--- src/rtl/rank_pipe_rr.sv ---
// Rank pipeline front end: per-op input queues feeding rank units, plus a
// round-robin collector that moves unit results into a shared output FIFO.
module rank_pipe_rr #(
  parameter int NUM_OPS           = 3,
  parameter int OP_BITS           = 2,
  parameter int META_WIDTH        = 16,
  parameter int FLOW_ID_WIDTH     = 16,
  parameter int FLOW_WEIGHT_WIDTH = 8,
  parameter int RANK_WIDTH        = 16,
  parameter int Q_DEPTH_BITS      = 2,
  parameter int OUT_DEPTH_BITS    = 4
) (
  input  logic                                   clk,
  input  logic                                   rst,
  input  logic                                   insert,
  input  logic [OP_BITS-1:0]                     rank_op_in,
  input  logic [META_WIDTH-1:0]                  meta_in,
  input  logic [FLOW_ID_WIDTH-1:0]               flowID_in,
  input  logic [FLOW_WEIGHT_WIDTH-1:0]           flow_weight_in,
  output logic [NUM_OPS-1:0]                     op_busy,
  input  logic                                   remove,
  output logic                                   valid_out,
  output logic [RANK_WIDTH-1:0]                  rank_out,
  output logic [META_WIDTH-1:0]                  meta_out,
  output logic [15:0]                            drop_count,
  output logic [NUM_OPS-1:0]                     unit_insert,
  output logic [NUM_OPS*META_WIDTH-1:0]          unit_meta_in,
  output logic [NUM_OPS*FLOW_ID_WIDTH-1:0]       unit_flowID_in,
  output logic [NUM_OPS*FLOW_WEIGHT_WIDTH-1:0]   unit_flow_weight_in,
  input  logic [NUM_OPS-1:0]                     unit_busy,
  input  logic [NUM_OPS-1:0]                     unit_valid,
  output logic [NUM_OPS-1:0]                     unit_remove,
  input  logic [NUM_OPS*RANK_WIDTH-1:0]          unit_rank_out,
  input  logic [NUM_OPS*META_WIDTH-1:0]          unit_meta_out
);

  localparam int QD = 1 << Q_DEPTH_BITS;
  localparam int OD = 1 << OUT_DEPTH_BITS;
  localparam int EW = META_WIDTH + FLOW_ID_WIDTH + FLOW_WEIGHT_WIDTH;
  localparam int OW = RANK_WIDTH + META_WIDTH;
  localparam int GW = (NUM_OPS > 1) ? $clog2(NUM_OPS) : 1;

  logic [EW-1:0]             qMem_q [NUM_OPS][QD];
  logic [Q_DEPTH_BITS-1:0]   qWr_q  [NUM_OPS];
  logic [Q_DEPTH_BITS-1:0]   qWr_d  [NUM_OPS];
  logic [Q_DEPTH_BITS-1:0]   qRd_q  [NUM_OPS];
  logic [Q_DEPTH_BITS-1:0]   qRd_d  [NUM_OPS];
  logic [Q_DEPTH_BITS:0]     qCnt_q [NUM_OPS];
  logic [Q_DEPTH_BITS:0]     qCnt_d [NUM_OPS];
  logic [NUM_OPS-1:0]        qFull, qPush, qPop;

  logic [OW-1:0]             outMem_q [OD];
  logic [OUT_DEPTH_BITS-1:0] outWr_q, outWr_d, outRd_q, outRd_d;
  logic [OUT_DEPTH_BITS:0]   outCnt_q, outCnt_d;
  logic                      outFull, outPop;
  logic [OW-1:0]             outHead, outWrData;

  logic [GW-1:0]             lastGrant_q, lastGrant_d, grantIdx, candIdx;
  logic                      grantValid;
  int                        cand;
  logic [15:0]               drop_q, drop_d;
  logic                      dropInc;

  // Input queues: full is judged before any same-cycle pop, so a pop never
  // makes room for a push in the same cycle.
  always_comb begin
    for (int k = 0; k < NUM_OPS; k++) begin
      qFull[k]  = (qCnt_q[k] == (Q_DEPTH_BITS+1)'(QD));
      qPush[k]  = !rst && insert && (rank_op_in == OP_BITS'(k)) && !qFull[k];
      qPop[k]   = !rst && (qCnt_q[k] != '0) && !unit_busy[k];
      qWr_d[k]  = qWr_q[k] + Q_DEPTH_BITS'(qPush[k]);
      qRd_d[k]  = qRd_q[k] + Q_DEPTH_BITS'(qPop[k]);
      qCnt_d[k] = qCnt_q[k] + (Q_DEPTH_BITS+1)'(qPush[k]) - (Q_DEPTH_BITS+1)'(qPop[k]);
    end
  end

  always_comb begin
    unit_meta_in        = '0;
    unit_flowID_in      = '0;
    unit_flow_weight_in = '0;
    for (int k = 0; k < NUM_OPS; k++) begin
      if (qPop[k]) begin
        {unit_meta_in[k*META_WIDTH +: META_WIDTH],
         unit_flowID_in[k*FLOW_ID_WIDTH +: FLOW_ID_WIDTH],
         unit_flow_weight_in[k*FLOW_WEIGHT_WIDTH +: FLOW_WEIGHT_WIDTH]} = qMem_q[k][qRd_q[k]];
      end
    end
  end

  assign unit_insert = qPop;
  assign op_busy     = qFull;

  // An insert that no queue accepted (bad op or full target) is a drop.
  assign dropInc = !rst && insert && (qPush == '0);
  assign drop_d  = (dropInc && (drop_q != 16'hFFFF)) ? drop_q + 16'd1 : drop_q;
  assign drop_count = drop_q;

  // Round-robin search starting just after the previous winner.
  always_comb begin
    grantValid = 1'b0;
    grantIdx   = '0;
    cand       = 0;
    candIdx    = '0;
    for (int i = 0; i < NUM_OPS; i++) begin
      cand    = (int'(lastGrant_q) + 1 + i) % NUM_OPS;
      candIdx = GW'(cand);
      if (!grantValid && unit_valid[candIdx]) begin
        grantValid = 1'b1;
        grantIdx   = candIdx;
      end
    end
    if (rst || outFull) grantValid = 1'b0;
  end

  assign unit_remove = grantValid ? (NUM_OPS'(1) << grantIdx) : '0;
  assign lastGrant_d = grantValid ? grantIdx : lastGrant_q;
  assign outWrData   = {unit_rank_out[grantIdx*RANK_WIDTH +: RANK_WIDTH],
                        unit_meta_out[grantIdx*META_WIDTH +: META_WIDTH]};

  assign outFull  = (outCnt_q == (OUT_DEPTH_BITS+1)'(OD));
  assign outPop   = !rst && remove && (outCnt_q != '0);
  assign outWr_d  = outWr_q + OUT_DEPTH_BITS'(grantValid);
  assign outRd_d  = outRd_q + OUT_DEPTH_BITS'(outPop);
  assign outCnt_d = outCnt_q + (OUT_DEPTH_BITS+1)'(grantValid) - (OUT_DEPTH_BITS+1)'(outPop);

  assign outHead   = outMem_q[outRd_q];
  assign valid_out = (outCnt_q != '0);
  assign rank_out  = outHead[OW-1:META_WIDTH];
  assign meta_out  = outHead[META_WIDTH-1:0];

  always_ff @(posedge clk) begin
    if (rst) begin
      for (int k = 0; k < NUM_OPS; k++) begin
        qWr_q[k]  <= '0;
        qRd_q[k]  <= '0;
        qCnt_q[k] <= '0;
        for (int e = 0; e < QD; e++) qMem_q[k][e] <= '0;
      end
      for (int e = 0; e < OD; e++) outMem_q[e] <= '0;
      outWr_q     <= '0;
      outRd_q     <= '0;
      outCnt_q    <= '0;
      lastGrant_q <= GW'(NUM_OPS - 1);
      drop_q      <= '0;
    end else begin
      for (int k = 0; k < NUM_OPS; k++) begin
        if (qPush[k]) qMem_q[k][qWr_q[k]] <= {meta_in, flowID_in, flow_weight_in};
        qWr_q[k]  <= qWr_d[k];
        qRd_q[k]  <= qRd_d[k];
        qCnt_q[k] <= qCnt_d[k];
      end
      if (grantValid) outMem_q[outWr_q] <= outWrData;
      outWr_q     <= outWr_d;
      outRd_q     <= outRd_d;
      outCnt_q    <= outCnt_d;
      lastGrant_q <= lastGrant_d;
      drop_q      <= drop_d;
    end
  end

endmodule

--- config.mk ---
export PLATFORM = sky130hd
export DESIGN_NAME = rank_pipe_rr
export DESIGN_NICKNAME = d
export VERILOG_FILES = /design/src/rtl/rank_pipe_rr.sv
export SDC_FILE = /design/constraint.sdc
export NUM_CORES = 1
export LEC_CHECK = 0
export CORE_MARGIN = 5
export CORE_UTILIZATION = 34
export DETAILED_ROUTE_END_ITERATION = 16
export GPL_ROUTABILITY_DRIVEN = 0
export SYNTH_ARGS = -nofsm -noshare
export SYNTH_HDL_FRONTEND = slang
export SYNTH_SLANG_ARGS = --single-unit
--- constraint.sdc ---
create_clock -name clk -period 8.1 [get_ports clk]
set_input_delay 0.81 -clock clk [delete_from_list [all_inputs] [get_ports clk]]
set_output_delay 0.81 -clock clk [all_outputs]
set_load 0.02 [all_outputs]
Word level (Yosys, flattened, before mapping)

Memory sizes are Yosys's and may differ from the RTL's. A register that Yosys moved wholly into a read port is not among the register bits.
Cells that the tools add are included.

Add/subtract/negate cells: 20
Order comparisons: 12
Reduce and logical (&&, ||, !) cells: 39
Muxes and demuxes: 546
Div/mod/pow operators: 3
Shift-type cells: 3
Equal/unequal tests: 7
Bitwise gates (word level): 495

Operators with widths:

| cell                    | count |
|---|---|
| $mux W1                 | 500 |
| $or A1 B1 Y1            | 489 |
| $mux W160               | 3 |
| $mux W40                | 9 |
| $bmux W40 S2            | 3 |
| $demux W40 S2           | 3 |
| $mod A32 B3 Y32 const B | 3 |
| $mux W16                | 6 |
| $shiftx A48 B7 Y16      | 2 |
| $add A32 B2 Y32 const B | 1 |
| $mux W32                | 1 |
| $reduce_or A32 Y1       | 1 |
| $mux W8                 | 3 |
| $logic_and A1 B1 Y1     | 22 |
| $ge A3 B3 Y1 const B    | 6 |
| $mux W2                 | 9 |
| $not A2 Y3              | 6 |
| $add A16 B1 Y16 const B | 1 |
| $ne A16 B16 Y1 const B  | 1 |
| $add A2 B1 Y2           | 6 |
| $mux W3                 | 4 |
| $add A3 B1 Y3           | 3 |
| $eq A3 B3 Y1 const B    | 3 |
| $logic_not A1 Y1        | 9 |
| 19 further kinds        | 31 |

Memory bits (writable): 1013
Register bits: 31
Memories: 5
Output and inout bits: 178
Word-level logic and storage cells: 1135
Bits of input ports: 148

Memory list:

| name     | depth | bits a word | read ports | clocked after memory_dff | wr ports | line | RTL |
|---|---|---|---|---|---|---|---|
| outMem_q | 16    | 32          | 1          | 1                        | 16       | 52   | `logic [OW-1:0] outMem_q [OD];` |
| qMem_q   | 3     | 160         | 3          | 0                        | 3        | 43   | `logic [EW-1:0] qMem_q [NUM_OPS][QD];` |
| qCnt_q   | 3     | 3           | 3          | 0                        | 3        | 48   | `logic [Q_DEPTH_BITS:0] qCnt_q [NUM_OPS];` |
| qRd_q    | 3     | 2           | 3          | 0                        | 3        | 46   | `logic [Q_DEPTH_BITS-1:0] qRd_q [NUM_OPS];` |
| qWr_q    | 3     | 2           | 3          | 0                        | 3        | 44   | `logic [Q_DEPTH_BITS-1:0] qWr_q [NUM_OPS];` |

Depth between registers and ports, before layout

Gate-level depths: netlist of the first run.

Depth after elaboration: 17
Gate-level depth with buffers: 13

Worst setup path before layout of the first run

Ideal clock, no wire load.

Path type: input -> output
Start: input unit_valid[1]
End: output unit_remove[0]
Arrival: 2.411 ns
Data required time: 7.290 ns
Stages on the path: 7
Path buffers: 3
Path slack: 4.879 ns
Cell sequence: buf_2 -> nor2b_1 -> o211a_2 -> a21o_1 -> buf_4 -> buf_4 -> a211oi_1

Longest elaborated chain between the ends: 11

Ends and longest elaborated chain:

| what                                     | line     | RTL |
|---|---|---|
| start: declaration                       | 31       | `input logic [NUM_OPS-1:0] unit_valid,` |
| $bmux W1 S2                              | 107      | `if (!grantValid && unit_valid[candIdx]) begin` |
| $mux W1 (not written as such)            | 107      |  |
| $mux W1                                  | 107      |  |
| $logic_not A1 Y1                         | 107      |  |
| $logic_and A1 B1 Y1                      | 107      |  |
| $mux W1                                  | 107      |  |
| $logic_not A1 Y1                         | 107      |  |
| $logic_and A1 B1 Y1                      | 107      |  |
| $mux W2 or $mux W1 (tied branches)       | 107      |  |
| $shl A1 B2 Y3 or $mux W1 (tied branches) | 115, 112 |  |
| $mux W3 *                                | 115      | `assign unit_remove = grantValid ? (NUM_OPS'(1) << grantIdx) : '0;` |
| end: declaration                         | 32       | `output logic [NUM_OPS-1:0] unit_remove,` |

Mark *: on every way between the ends. The rest lies on a longest branch, timed or not. The select of a mux whose other input is x is not followed.

Final worst setup path of the first run

Start: register lastGrant_q[0]
End: output unit_remove[2]

Longest elaborated chain between the ends: 13

Ends and longest elaborated chain:

| what                                                                     | line | RTL |
|---|---|---|
| start: declaration                                                       | 58   | `logic [GW-1:0] lastGrant_q, lastGrant_d, grantIdx, candIdx;` |
| start signal: assignment                                                 | 143  | `lastGrant_q <= GW'(NUM_OPS - 1);` |
| start signal: assignment                                                 | 156  | `lastGrant_q <= lastGrant_d;` |
| $add A2 B1 Y3 *                                                          | 105  | `cand = (int'(lastGrant_q) + 1 + i) % NUM_OPS;` |
| parallel branches: the longest is 11 deep, another holds $add A32 B2 Y32 | -    |  |
| $mux W3 *                                                                | 115  |  |

Every way passes the cells marked *. The select of a mux whose other input is x is not followed.

==> impl_results.html, run 1 <==
<table>
<tr><th>Metric</th><th>Value</th></tr>
<tr><th colspan="2">STA</th></tr>
<tr><td>Count of final setup violators</td><td>0</td></tr>
<tr><td>Setup TNS</td><td>0 ns</td></tr>
<tr><td>Part of the cycle the worst path needs</td><td>between 60% and 70%</td></tr>
<tr><td>Worst Max-Slew Pin Slew</td><td>between 1 and 1.5 ns</td></tr>
<tr><td>Smallest hold slack</td><td>between 0.5 and 0.6 ns</td></tr>
<tr><td>Max Slew Vio Count</td><td>0</td></tr>
<tr><td>Maximum frequency from static timing analysis</td><td>196 MHz</td></tr>
<tr><td>Worst relative slew slack</td><td>about an eighth</td></tr>
<tr><td>Final Hold Violating Endpoints</td><td>0</td></tr>
<tr><td>Skew final</td><td>0.0336 ns</td></tr>
<tr><td>Unrepaired setup endpoints after global routing</td><td>no</td></tr>
<tr><td>Min Tclk post-route</td><td>roughly 5.1 ns</td></tr>
<tr><th colspan="2">Routing</th></tr>
<tr><td>Initial detailed-routing violation count</td><td>approximately 3,100</td></tr>
<tr><td>Via count</td><td>29,300</td></tr>
<tr><td>Vias per cell</td><td>approximately 5.4</td></tr>
<tr><td>1st-pass router iterations</td><td>5</td></tr>
<tr><td>Final ANT Viol Nets</td><td>0</td></tr>
<tr><td>Total DRC errors in the routed layout</td><td>0</td></tr>
<tr><td>Wire length per cell</td><td>27.3 um</td></tr>
<tr><td>Total wire length</td><td>roughly 150,000 um</td></tr>
<tr><th colspan="2">Hold path</th></tr>
<tr><td>Hold Startpoint</td><td>outRd_q[2]</td></tr>
<tr><td>Number of cells on the worst hold path</td><td>2</td></tr>
<tr><td>Worst Hold End</td><td>outRd_q[2]</td></tr>
<tr><td>Hold WC Path Type</td><td>reg -&gt; reg</td></tr>
<tr><th colspan="2">Floorplanning</th></tr>
<tr><td>Number of I/O pins</td><td>between 300 and 400</td></tr>
<tr><td>Horizontal extent of the die</td><td>approximately 390 um</td></tr>
<tr><td>Initial standard-cell utilization of the core</td><td>34.1%</td></tr>
<tr><td>Area of the die</td><td>about 0.15 mm^2</td></tr>
<tr><td>Number of placement rows</td><td>139</td></tr>
<tr><td>Die Ht</td><td>between 300 and 400 um</td></tr>
<tr><td>Standard cell core area</td><td>between 0.1 and 0.15 mm^2</td></tr>
<tr><th colspan="2">Setup path</th></tr>
<tr><td>Destination of the worst register-to-register timing path</td><td>outMem_q[7][21]</td></tr>
<tr><td>Crit path kind</td><td>reg -&gt; out</td></tr>
<tr><td>Cell count of the worst reg-to-reg path</td><td>9</td></tr>
<tr><td>Arrival time of data at the critical path endpoint</td><td>4.30 ns</td></tr>
<tr><td>Critical register-to-register path startpoint</td><td>lastGrant_q[0]</td></tr>
<tr><td>Worst setup slack for register-to-register paths</td><td>3.47 ns</td></tr>
<tr><td>Worst setup SP type</td><td>flip-flop</td></tr>
<tr><td>Capturing element type of the critical path</td><td>primary output</td></tr>
<tr><td>Maximum net fanout on the critical path</td><td>34</td></tr>
<tr><td>Data required time of the critical path</td><td>7.29 ns</td></tr>
<tr><th colspan="2">Clock network</th></tr>
<tr><td>TritonCTS clock tree</td><td>done</td></tr>
<tr><td>CTS Buffer Depth</td><td>3</td></tr>
<tr><td>Clock latency at the later pin of the worst-skew pair</td><td>roughly 0.72 ns</td></tr>
<tr><td>Post-CTS repair timing setup buffer count</td><td>0</td></tr>
<tr><td>CTS hold repair buffers</td><td>0</td></tr>
<tr><td>Clk pin slew, worst setup/hold paths</td><td>roughly 0.060 ns</td></tr>
<tr><td>Number of H-tree branching levels</td><td>3</td></tr>
<tr><td>TritonCTS Sinks</td><td>about 1,000</td></tr>
<tr><td>CTS Buf Count</td><td>approximately 110</td></tr>
<tr><td>PostCTS Resize Cnt</td><td>0</td></tr>
<tr><td>CTS root buffer</td><td>clkbuf_16</td></tr>
<tr><th colspan="2">Global route</th></tr>
<tr><td>Antenna violations before repair</td><td>11</td></tr>
<tr><td>Via count of the first global-routing pass</td><td>29,500</td></tr>
<tr><td>Remaining global-route overflow</td><td>0</td></tr>
<tr><td>First-pass GRT wire length</td><td>212,000 um</td></tr>
<tr><td>GRT Total Usage</td><td>between 10% and 20%</td></tr>
<tr><td>Largest net degree at the start of global routing</td><td>64</td></tr>
<tr><th colspan="2">Synthesis</th></tr>
<tr><td>Synth Area in Adders</td><td>less than 1%</td></tr>
<tr><td>Total number of yosys warnings</td><td>0</td></tr>
<tr><td>Largest family of logic cells by synthesized area</td><td>simple AND/OR/NAND/NOR gates</td></tr>
<tr><td>Share of synthesized registers carrying an async set or reset</td><td>0%</td></tr>
<tr><td>Xor-xnor portion of the synthesized cell area</td><td>less than 1%</td></tr>
<tr><td>Register bit total from synthesis</td><td>around 1,000</td></tr>
<tr><td>Area of the mapped netlist</td><td>between 0.04 and 0.05 mm^2</td></tr>
<tr><td>Synthesized netlist net count</td><td>between 3,000 and 4,000</td></tr>
<tr><td>Area share of and/or/nand/nor cells after synthesis</td><td>16.6%</td></tr>
<tr><td>Dominant register cell in the synthesized netlist</td><td>edfxtp_1</td></tr>
<tr><td>Sequential share of the synthesized area</td><td>roughly 63%</td></tr>
<tr><td>Number of distinct library cells after synthesis</td><td>slightly above 60</td></tr>
<tr><td>Multiplexer share of the synthesized area</td><td>approximately an eighth</td></tr>
<tr><td>Avg Synthesized Cell Area</td><td>approximately 15 um^2</td></tr>
<tr><td>Syn Inst Count</td><td>~3,200</td></tr>
<tr><td>Compound-gate portion of the synthesized area</td><td>between 2 and 3%</td></tr>
<tr><td>Count of flip-flops with a built-in enable after synthesis</td><td>approximately 1,000</td></tr>
<tr><th colspan="2">Cells and area</th></tr>
<tr><td>Layout overhead on the synthesized area</td><td>17.5%</td></tr>
<tr><td>Proportion of layout cells with a drive suffix above 1</td><td>about a fifth</td></tr>
<tr><td>Final instance count without filler cells</td><td>about 5,400</td></tr>
<tr><td>End-of-flow core utilization</td><td>40.1%</td></tr>
<tr><td>Nets</td><td>between 3,000 and 4,000</td></tr>
<tr><th colspan="2">Power</th></tr>
<tr><td>Portion of total power attributed to combinational logic</td><td>between 20% and 30%</td></tr>
<tr><td>Clock power share</td><td>31.7%</td></tr>
<tr><td>Net switching component of the power</td><td>~0.0054 W</td></tr>
<tr><td>Switching share of power</td><td>around 34%</td></tr>
<tr><td>Worst IR drop on VDD</td><td>324 uV</td></tr>
<tr><td>Proportion of power drawn by flip-flops and latches</td><td>40.5%</td></tr>
<tr><td>Power density normalized to cell area</td><td>about 280 mW/mm^2</td></tr>
<tr><td>Total design power</td><td>0.0161 W</td></tr>
<tr><td>Total internal power</td><td>0.0107 W</td></tr>
<tr><td>Static power due to leakage</td><td>~19 nW</td></tr>
<tr><th colspan="2">Placement</th></tr>
<tr><td>Cell count after placement</td><td>just over 5,000</td></tr>
<tr><td>Buffers on Ports</td><td>around 330</td></tr>
<tr><td>Post-detail-place hpwl</td><td>95,700 um</td></tr>
<tr><th colspan="2">Job</th></tr>
<tr><td>Maximum Capacitance Violations</td><td>0</td></tr>
<tr><th colspan="2">Outcome</th></tr>
<tr><td>Run status</td><td>completed</td></tr>
</table>
worst max-delay path, stage by stage, from the launching register on:
cell and delay, ns:
dfxtp_1 0.36, inv_1 0.09, ha_1 0.37, nor2b_1 0.16
o211a_2 0.84, a21o_4 0.75, o211ai_1 0.24, inv_1 0.13
clkdlybuf4s50_1 0.61
power by group through the flow:
stage / Clock (W) / Sequential [W] / Combinational (W)
6_report: 0.00511 / 0.00652 / 0.00448
2_1_floorplan: 0 / 0.00649 / 0.00299
4_1_cts: 0.00519 / 0.00652 / 0.00444
3_3_place_gp: 0 / 0.00662 / 0.00439
5_1_grt: 0.00541 / 0.00656 / 0.00469
3_5_place_dp: 0 / 0.00664 / 0.00443
placed cells by master (no fill, tap or decap), types with 5 or more instances in the layout:
cell type / n
or2_2: 12
and2_1: 482
clkbuf_16: 114
ha_1: 27
dfxtp_1: 42
clkbuf_1: 32
nor3_1: 440
or3_1: 5
nand2b_1: 6
nand4_1: 6
dfxtp_2: 7
a211oi_1: 33
edfxtp_1: 992
clkinv_2: 14
a21oi_1: 9
clkdlybuf4s50_1: 323
nor2_1: 28
inv_1: 59
a221oi_4: 28
nor3_2: 113
nand3_1: 8
xnor2_1: 19
bufinv_16: 9
mux4_2: 280
buf_4: 81
nor2b_1: 150
nand3_2: 16
clkinvlp_4: 9
nand2b_2: 16
clkinv_1: 25
nand2_1: 13
layer usage:
metal	up-vias	share of wire [%]	global-route usage, %
li1	12500	-	-
met1	15400	43	27.5
met2	1225	46	29.7
met3	150	9.3	4.54
met4	6	1.5	3.30
met5	-	0.025	0
how the worst max path moves through the flow:
stage	startpoint	to	slack, ns	cells after the start
floorplan	unit_valid[1]	unit_remove[0]	4.88	7
global placement	unit_valid[1]	outMem_q[8][4]	2.68	8
detailed placement	unit_valid[1]	outMem_q[8][11]	2.60	8
CTS	lastGrant_q[0]	unit_remove[2]	2.97	8
global route	lastGrant_q[0]	unit_remove[2]	2.81	8
finish	lastGrant_q[0]	unit_remove[2]	2.99	8
logic make-up after synthesis:
kind of cell             Yosys count
AND/OR/NAND/NOR                 1332
flip-flops                      1044
buffers and inverters            381
multiplexers                     289
AO/OA/AOI/OAI                     95
adder cells (fa/ha/maj)           31
XOR/XNOR                          22
state kept, by name, indices dropped and copies added (netlist names):
register and count:
drop_count 16, lastGrant_q 2, outCnt_q 5, outMem_q 512, outRd_q 4, outWr_q 4, qCnt_q 9, qMem_q 480
qRd_q 6, qWr_q 6
area by class of cell:
type	instances	area [um^2]
inverters	61	229
diodes	3	7.51
well taps	1903	2380
flip-flops and latches	1044	30800
fillers	13200	85900
clock inverters	65	654
clock buffers	148	3000
repair buffers	405	3860
multi-input cells	1769	16600
cells in the mapped netlist, types with 32 or more instances:
library cell,instances,share of area [%]
a211oi_1,33,0.51
and2_1,482,6.2
buf_2,55,0.56
buf_6,34,0.78
clkbuf_1,198,1.5
dfxtp_1,52,2.1
edfxtp_1,992,61
inv_1,60,0.46
mux4_2,280,13
nor2_1,32,0.25
nor2b_1,150,1.9
nor3_1,444,4.5
nor3_2,109,2.2
per-stage QoR:
stage          setup slack (ns)  area [um^2]
3_3_place_gp               2.68        53900
4_1_cts                    2.97        57600
5_1_grt                    2.81        57600
3_5_place_dp               2.60        53900
6_report                   2.99        57600
2_1_floorplan              4.88        49000
No activity file was read; power rests on OpenSTA's default activity.
==> run 2: changes to the inputs <==
- clock period: 8.1 -> 5.3 ns (I/O delays scaled with it)
==> impl_results.html, run 2 (synthesis gave the netlist of run 1 again) <==
<table>
<tr><th>Metric</th><th>Value</th></tr>
<tr><th colspan="2">Global route</th></tr>
<tr><td>Antenna violations before repair</td><td>15 (+4)</td></tr>
<tr><td>Via count of the first global-routing pass</td><td>30,200 (+2.6%)</td></tr>
<tr><td>Largest net degree at the start of global routing</td><td>52 (-19%)</td></tr>
<tr><td>First-pass GRT wire length</td><td>217,000 um (+2.5%)</td></tr>
<tr><td>Remaining global-route overflow</td><td>0 (unchanged)</td></tr>
<tr><td>GRT Total Usage</td><td>19.6% (+0.56 points)</td></tr>
<tr><th colspan="2">STA</th></tr>
<tr><td>Min Tclk post-route</td><td>4.44 ns</td></tr>
<tr><td>Smallest hold slack</td><td>0.148 ns (-0.358 ns)</td></tr>
<tr><td>Part of the cycle the worst path needs</td><td>83.8%</td></tr>
<tr><td>Maximum frequency from static timing analysis</td><td>225 MHz</td></tr>
<tr><td>Max Slew Vio Count</td><td>0 (unchanged)</td></tr>
<tr><td>Worst relative slew slack</td><td>23.5% (+10 points)</td></tr>
<tr><td>Unrepaired setup endpoints after global routing</td><td>no</td></tr>
<tr><td>Skew final</td><td>0.0496 ns (+0.0160 ns)</td></tr>
<tr><td>Setup TNS</td><td>0 ns (unchanged)</td></tr>
<tr><td>Worst Max-Slew Pin Slew</td><td>1.15 ns (-0.150 ns)</td></tr>
<tr><td>Count of final setup violators</td><td>0 (unchanged)</td></tr>
<tr><td>Final Hold Violating Endpoints</td><td>0 (unchanged)</td></tr>
<tr><th colspan="2">Hold path</th></tr>
<tr><td>Hold WC Path Type</td><td>in -&gt; reg</td></tr>
<tr><th colspan="2">Clock network</th></tr>
<tr><td>Number of H-tree branching levels</td><td>3 (unchanged)</td></tr>
<tr><td>CTS Buf Count</td><td>112 (-0.88%)</td></tr>
<tr><td>Post-CTS repair timing setup buffer count</td><td>0 (unchanged)</td></tr>
<tr><td>Clock latency at the later pin of the worst-skew pair</td><td>0.73 ns (about the same)</td></tr>
<tr><td>TritonCTS clock tree</td><td>done</td></tr>
<tr><td>CTS root buffer</td><td>clkbuf_16</td></tr>
<tr><td>Clk pin slew, worst setup/hold paths</td><td>0.06 ns (about the same)</td></tr>
<tr><td>CTS hold repair buffers</td><td>0 (unchanged)</td></tr>
<tr><td>TritonCTS Sinks</td><td>1,044 (unchanged)</td></tr>
<tr><td>PostCTS Resize Cnt</td><td>0 (unchanged)</td></tr>
<tr><td>CTS Buffer Depth</td><td>3 (unchanged)</td></tr>
<tr><th colspan="2">Setup path</th></tr>
<tr><td>Peak per-stage delay on the critical path</td><td>0.83 ns (about the same)</td></tr>
<tr><td>Data required time of the critical path</td><td>4.77 ns (-2.52 ns)</td></tr>
<tr><td>Critical-path cell list</td><td>inv_1 -&gt; ha_1 -&gt; inv_1 -&gt; o32ai_4 -&gt; a211o_4 -&gt; nand3_1 -&gt; inv_1 -&gt; clkdlybuf4s50_1</td></tr>
<tr><td>Arrival time of data at the critical path endpoint</td><td>3.91 ns (-0.39 ns)</td></tr>
<tr><td>Worst setup SP type</td><td>flip-flop</td></tr>
<tr><td>Cell mode on critical path</td><td>inv_1</td></tr>
<tr><td>Crit path buf inv count</td><td>4 (+1)</td></tr>
<tr><td>Crit path kind</td><td>reg -&gt; out</td></tr>
<tr><td>Maximum net fanout on the critical path</td><td>29 (-15%)</td></tr>
<tr><td>Capturing element type of the critical path</td><td>primary output</td></tr>
<tr><td>Top cell family by delay on the critical path</td><td>compound AO/OA/AOI/OAI gates</td></tr>
<tr><td>Slowest cell on crit path</td><td>a211o_4</td></tr>
<tr><th colspan="2">Floorplanning</th></tr>
<tr><td>Number of I/O pins</td><td>326 (unchanged)</td></tr>
<tr><td>Horizontal extent of the die</td><td>390 um (unchanged)</td></tr>
<tr><td>Initial standard-cell utilization of the core</td><td>34.1% (unchanged)</td></tr>
<tr><td>Area of the die</td><td>0.152 mm^2 (unchanged)</td></tr>
<tr><td>Number of placement rows</td><td>139 (unchanged)</td></tr>
<tr><td>Standard cell core area</td><td>0.143 mm^2 (unchanged)</td></tr>
<tr><td>Die Ht</td><td>390 um (unchanged)</td></tr>
<tr><th colspan="2">Routing</th></tr>
<tr><td>Via count</td><td>29,200 (-0.42%)</td></tr>
<tr><td>Wire length per cell</td><td>27.7 um (+1.6%)</td></tr>
<tr><td>Vias per cell</td><td>5.38 (-0.94%)</td></tr>
<tr><td>Final ANT Viol Nets</td><td>0 (unchanged)</td></tr>
<tr><td>Total wire length</td><td>150,000 um (+2.2%)</td></tr>
<tr><td>Total DRC errors in the routed layout</td><td>0 (unchanged)</td></tr>
<tr><td>1st-pass router iterations</td><td>7 (+2)</td></tr>
<tr><td>Initial detailed-routing violation count</td><td>2,914 (-6.0%)</td></tr>
<tr><th colspan="2">Cells and area</th></tr>
<tr><td>Nets</td><td>3,596 (+0.64%)</td></tr>
<tr><td>Area taken by multi-input logic gates</td><td>0.0166 mm^2 (unchanged)</td></tr>
<tr><td>Register name with the most flops</td><td>outMem_q</td></tr>
<tr><td>Register Area</td><td>0.0308 mm^2 (unchanged)</td></tr>
<tr><td>Flip-flop count of the largest register after layout</td><td>512 (unchanged)</td></tr>
<tr><td>Most common cell after layout, fill and taps aside</td><td>edfxtp_1</td></tr>
<tr><td>Proportion of layout cells with a drive suffix above 1</td><td>22.0% (+0.76 points)</td></tr>
<tr><td>Fill cell count</td><td>13,300 (+0.44%)</td></tr>
<tr><td>Layout overhead on the synthesized area</td><td>18.3%</td></tr>
<tr><td>Most frequent cells in the layout</td><td>992 x edfxtp_1, 482 x and2_1, 440 x nor3_1</td></tr>
<tr><th colspan="2">Placement</th></tr>
<tr><td>Post-detail-place hpwl</td><td>90,100 um (-5.8%)</td></tr>
<tr><td>Buffers on Ports</td><td>325 (unchanged)</td></tr>
<tr><th colspan="2">Job</th></tr>
<tr><td>Maximum Capacitance Violations</td><td>0 (unchanged)</td></tr>
<tr><th colspan="2">Power</th></tr>
<tr><td>Static power due to leakage</td><td>19.3 nW (+1.0%)</td></tr>
<tr><td>Worst IR drop on VDD</td><td>893 uV (+180%)</td></tr>
<tr><td>Power density normalized to cell area</td><td>418 mW/mm^2 (+49%)</td></tr>
<tr><td>Total design power</td><td>0.0242 W (+50%)</td></tr>
<tr><th colspan="2">Outcome</th></tr>
<tr><td>Run status</td><td>completed</td></tr>
</table>
## run 2: cell types whose count changed in the layout (fill, tap and decap cells not counted), moves of 2 or more
cell	delta
buf_12	+9
buf_4	+15
bufinv_16	+4
clkbuf_1	-6
clkbuf_16	-2
clkinv_1	-4
clkinv_2	+6
clkinvlp_4	-4
diode_2	+7
inv_6	+3
## run 2: worst reg2reg max path, delay by kind of cell (launching register included)
family / cells / cell delay [ns]
and+or+nand+nor: 1 / 0.32
buffers and inverters: 4 / 1.40
adders and majority gates: 1 / 0.35
DFF: 1 / 0.35
AOI/OAI and AO/OA: 3 / 1.28
## run 2: per-stage QoR
stage	area [um^2]	utilization, %	instances	worst slack [ns]
final	57900	40.4	5426	0.860
after global routing	57900	40.4	5418	0.584
after global placement	54200	37.8	5206	1.22
after detailed placement	54200	37.8	5206	1.18
after floorplan	49000	-	3194	2.38
after CTS	57900	40.4	5416	0.774
## run 2: final timing paths
path,from,endpoint,slack [ns],cells past startpoint
worst max-delay path,lastGrant_q[0],unit_remove[1],0.86,8
worst min-delay path,rst,qRd_q[0][5],0.15,2
worst max register to register,lastGrant_q[0],outMem_q[5][9],1.40,9
worst min register to register,drop_count[7],drop_count[7],0.53,2
## run 2: where the power goes
group	internal (W)	switching, W
Clock	0.00456	0.00342
Combinational	0.00223	0.00405
Sequential	0.00964	0.000292
## run 2: metal layers
metal | GRT usage [%] | up-vias | part of all wire, %
li1 | - | 12600 | -
met1 | 25.6 | 15100 | 40
met2 | 31.7 | 1228 | 48
met3 | 5.84 | 261 | 9.6
met4 | 5.69 | 16 | 2.9
met5 | 0 | - | 0.070
## run 2: cell type report
| type | instances | share of cell area (%) |
|---|---|---|
| Sequential cell | 1044 | 53.2 |
| Multi-Input combinational cell | 1769 | 28.6 |
| Timing Repair Buffer | 429 | 7.17 |
| Clock buffer | 139 | 5.03 |
| Tap cell | 1903 | 4.11 |
| Clock inverter | 71 | 1.39 |
| Inverter | 61 | 0.395 |
| Antenna cell | 10 | 0.0432 |
==> run 3: changes to the inputs <==
- clock period: 5.3 -> 4.65 ns (I/O delays scaled with it)
==> impl_results.html, run 3 (synthesis gave the netlist of run 1 again) <==
<table>
<tr><th>Metric</th><th>Value</th></tr>
<tr><th colspan="2">STA</th></tr>
<tr><td>Part of the cycle the worst path needs</td><td>between 80% and 90%</td></tr>
<tr><td>Count of final setup violators</td><td>0 (unchanged)</td></tr>
<tr><td>Max Slew Vio Count</td><td>0 (unchanged)</td></tr>
<tr><td>Maximum frequency from static timing analysis</td><td>roughly 240 MHz</td></tr>
<tr><td>Worst relative slew slack</td><td>20.3% (-3.2 points)</td></tr>
<tr><td>Final Hold Violating Endpoints</td><td>0 (unchanged)</td></tr>
<tr><td>Setup TNS</td><td>0 ns (unchanged)</td></tr>
<tr><td>Skew final</td><td>0.0643 ns (+0.0146 ns)</td></tr>
<tr><td>Unrepaired setup endpoints after global routing</td><td>no</td></tr>
<tr><td>Min Tclk post-route</td><td>roughly 4.2 ns</td></tr>
<tr><td>Worst Max-Slew Pin Slew</td><td>1.20 ns (+0.0473 ns)</td></tr>
<tr><th colspan="2">Routing</th></tr>
<tr><td>1st-pass router iterations</td><td>5 (-2)</td></tr>
<tr><td>Via count</td><td>29,300 (+0.30%)</td></tr>
<tr><td>Wire length per cell</td><td>27.1 um (-2.2%)</td></tr>
<tr><td>Vias per cell</td><td>5.38 (+0.12%)</td></tr>
<tr><td>Final ANT Viol Nets</td><td>0 (unchanged)</td></tr>
<tr><td>Total DRC errors in the routed layout</td><td>0 (unchanged)</td></tr>
<tr><td>Total wire length</td><td>147,000 um (-2.0%)</td></tr>
<tr><td>Initial detailed-routing violation count</td><td>2,725 (-6.5%)</td></tr>
<tr><th colspan="2">Floorplanning</th></tr>
<tr><td>Area of the die</td><td>0.152 mm^2 (unchanged)</td></tr>
<tr><td>Initial standard-cell utilization of the core</td><td>34.1% (unchanged)</td></tr>
<tr><td>Number of placement rows</td><td>139 (unchanged)</td></tr>
<tr><td>Number of I/O pins</td><td>326 (unchanged)</td></tr>
<tr><td>Horizontal extent of the die</td><td>390 um (unchanged)</td></tr>
<tr><td>Standard cell core area</td><td>0.143 mm^2 (unchanged)</td></tr>
<tr><td>Die Ht</td><td>390 um (unchanged)</td></tr>
<tr><th colspan="2">Global route</th></tr>
<tr><td>Largest net degree at the start of global routing</td><td>75 (+44%)</td></tr>
<tr><td>Antenna violations before repair</td><td>14 (-1)</td></tr>
<tr><td>First-pass GRT wire length</td><td>212,000 um (-2.2%)</td></tr>
<tr><td>GRT Total Usage</td><td>19.0% (-0.55 points)</td></tr>
<tr><td>Remaining global-route overflow</td><td>0 (unchanged)</td></tr>
<tr><td>Via count of the first global-routing pass</td><td>29,800 (-1.4%)</td></tr>
<tr><th colspan="2">Clock network</th></tr>
<tr><td>TritonCTS clock tree</td><td>done</td></tr>
<tr><td>CTS Buffer Depth</td><td>3 (unchanged)</td></tr>
<tr><td>Number of H-tree branching levels</td><td>3 (unchanged)</td></tr>
<tr><td>Post-CTS repair timing setup buffer count</td><td>0 (unchanged)</td></tr>
<tr><td>PostCTS Resize Cnt</td><td>0 (unchanged)</td></tr>
<tr><td>CTS Buf Count</td><td>111 (-0.89%)</td></tr>
<tr><td>Clock latency at the later pin of the worst-skew pair</td><td>0.74 ns (about the same)</td></tr>
<tr><td>Clk pin slew, worst setup/hold paths</td><td>0.07 ns (about the same)</td></tr>
<tr><td>CTS root buffer</td><td>clkbuf_16</td></tr>
<tr><td>TritonCTS Sinks</td><td>1,044 (unchanged)</td></tr>
<tr><td>CTS hold repair buffers</td><td>0 (unchanged)</td></tr>
<tr><th colspan="2">Hold path</th></tr>
<tr><td>Number of cells on the worst hold path</td><td>2 (unchanged)</td></tr>
<tr><td>Hold WC Path Type</td><td>in -&gt; reg</td></tr>
<tr><td>Worst Hold End</td><td>outCnt_q[3]</td></tr>
<tr><td>Hold Startpoint</td><td>rst</td></tr>
<tr><th colspan="2">Setup path</th></tr>
<tr><td>Arrival time of data at the critical path endpoint</td><td>3.69 ns (-0.22 ns)</td></tr>
<tr><td>Crit path kind</td><td>reg -&gt; out</td></tr>
<tr><td>Data required time of the critical path</td><td>4.18 ns (-0.59 ns)</td></tr>
<tr><td>Capturing element type of the critical path</td><td>primary output</td></tr>
<tr><td>Maximum net fanout on the critical path</td><td>21 (-28%)</td></tr>
<tr><td>Critical register-to-register path startpoint</td><td>lastGrant_q[0]</td></tr>
<tr><td>Launching instance or port of the critical path</td><td>lastGrant_q[0]</td></tr>
<tr><td>Worst setup slack for register-to-register paths</td><td>1.03 ns (-0.37 ns)</td></tr>
<tr><td>Worst setup SP type</td><td>flip-flop</td></tr>
<tr><td>Cell count of the worst reg-to-reg path</td><td>9 (unchanged)</td></tr>
<tr><td>Destination of the worst register-to-register timing path</td><td>outMem_q[0][29]</td></tr>
<tr><th colspan="2">Power</th></tr>
<tr><td>Static power due to leakage</td><td>19.4 nW (+0.52%)</td></tr>
<tr><td>Worst IR drop on VDD</td><td>725 uV (-19%)</td></tr>
<tr><td>Power density normalized to cell area</td><td>471 mW/mm^2 (+13%)</td></tr>
<tr><td>Total design power</td><td>0.0274 W (+13%)</td></tr>
<tr><th colspan="2">Cells and area</th></tr>
<tr><td>Most frequent cells in the layout</td><td>992 x edfxtp_1, 482 x and2_1, 440 x nor3_1</td></tr>
<tr><td>Proportion of layout cells with a drive suffix above 1</td><td>22.1% (+0.073 points)</td></tr>
<tr><td>Fill cell count</td><td>13,100 (-1.3%)</td></tr>
<tr><td>Nets</td><td>3,607 (+0.31%)</td></tr>
<tr><td>Most common cell after layout, fill and taps aside</td><td>edfxtp_1</td></tr>
<tr><td>Register name with the most flops</td><td>outMem_q</td></tr>
<tr><td>Flip-flop count of the largest register after layout</td><td>512 (unchanged)</td></tr>
<tr><td>Register Area</td><td>0.0308 mm^2 (unchanged)</td></tr>
<tr><td>Layout overhead on the synthesized area</td><td>18.8%</td></tr>
<tr><td>Area taken by multi-input logic gates</td><td>0.0166 mm^2 (unchanged)</td></tr>
<tr><td>End-of-flow core utilization</td><td>40.6% (+0.18 points)</td></tr>
<tr><th colspan="2">Placement</th></tr>
<tr><td>Post-detail-place hpwl</td><td>89,600 um (-0.57%)</td></tr>
<tr><td>Buffers on Ports</td><td>325 (unchanged)</td></tr>
<tr><th colspan="2">Job</th></tr>
<tr><td>Maximum Capacitance Violations</td><td>0 (unchanged)</td></tr>
<tr><th colspan="2">Outcome</th></tr>
<tr><td>Run status</td><td>completed</td></tr>
</table>
run 3: changes by cell type in the layout (fill, tap and decap cells not counted), sizes merged:
| cell | before | now |
|---|---|---|
| diode | 10 | 9 |
| buf | 106 | 118 |
| clkbuf | 139 | 128 |
| bufinv | 13 | 8 |
| inv | 67 | 64 |
| clkinvlp | 5 | 7 |
| clkinv | 47 | 63 |
run 3: power breakdown:
group	switching, W	internal, W
sequential	0.000296	0.0110
clock	0.00385	0.00488
combinational	0.00475	0.00266
total	0.00890	0.0185
run 3: routing by layer:
layer  share of wire, %  up-vias  global-route usage [%]
met2                 47     1330                    30.5
met4                2.7       12                    5.32
met3                9.7      250                    4.81
met1                 40    15100                    25.8
li1                   -    12600                       -
met5              0.066        -                       0
run 3: worst max-delay path by stage:
| stage | to |
|---|---|
| after floorplan | outCnt_q[4] |
| after global placement | outMem_q[9][29] |
| after detailed placement | outMem_q[4][29] |
| after CTS | unit_remove[2] |
| after global routing | unit_remove[2] |
| final | unit_remove[2] |
run 3: area by class of cell:
cell class                      count  share of cell area [%]
Sequential cell                  1044                    53.0
Antenna cell                        9                  0.0387
Tap cell                         1903                    4.09
Inverter                           61                   0.393
Timing Repair Buffer              441                    7.83
Clock buffer                      128                    4.92
Multi-Input combinational cell   1769                    28.5
Clock inverter                     81                    1.22
run 3: through the flow:
step	std cells	hold WS [ns]	setup WS (ns)	area, um^2
3_3_place_gp	5217	0.497	0.867	54600
5_1_grt	5428	0.129	0.307	58200
6_report	5436	0.141	0.493	58200
2_1_floorplan	3194	0.512	1.73	49000
4_1_cts	5426	0.0910	0.446	58200
3_5_place_dp	5217	0.509	0.801	54600
run 3: critical path: stages, from the launching register on:
cell and delay (ns):
dfxtp_1 0.36, inv_1 0.09, ha_1 0.35, inv_1 0.10, o32ai_4 0.56, a21o_4 0.57, o211ai_1 0.22, inv_1 0.12
clkdlybuf4s50_1 0.61
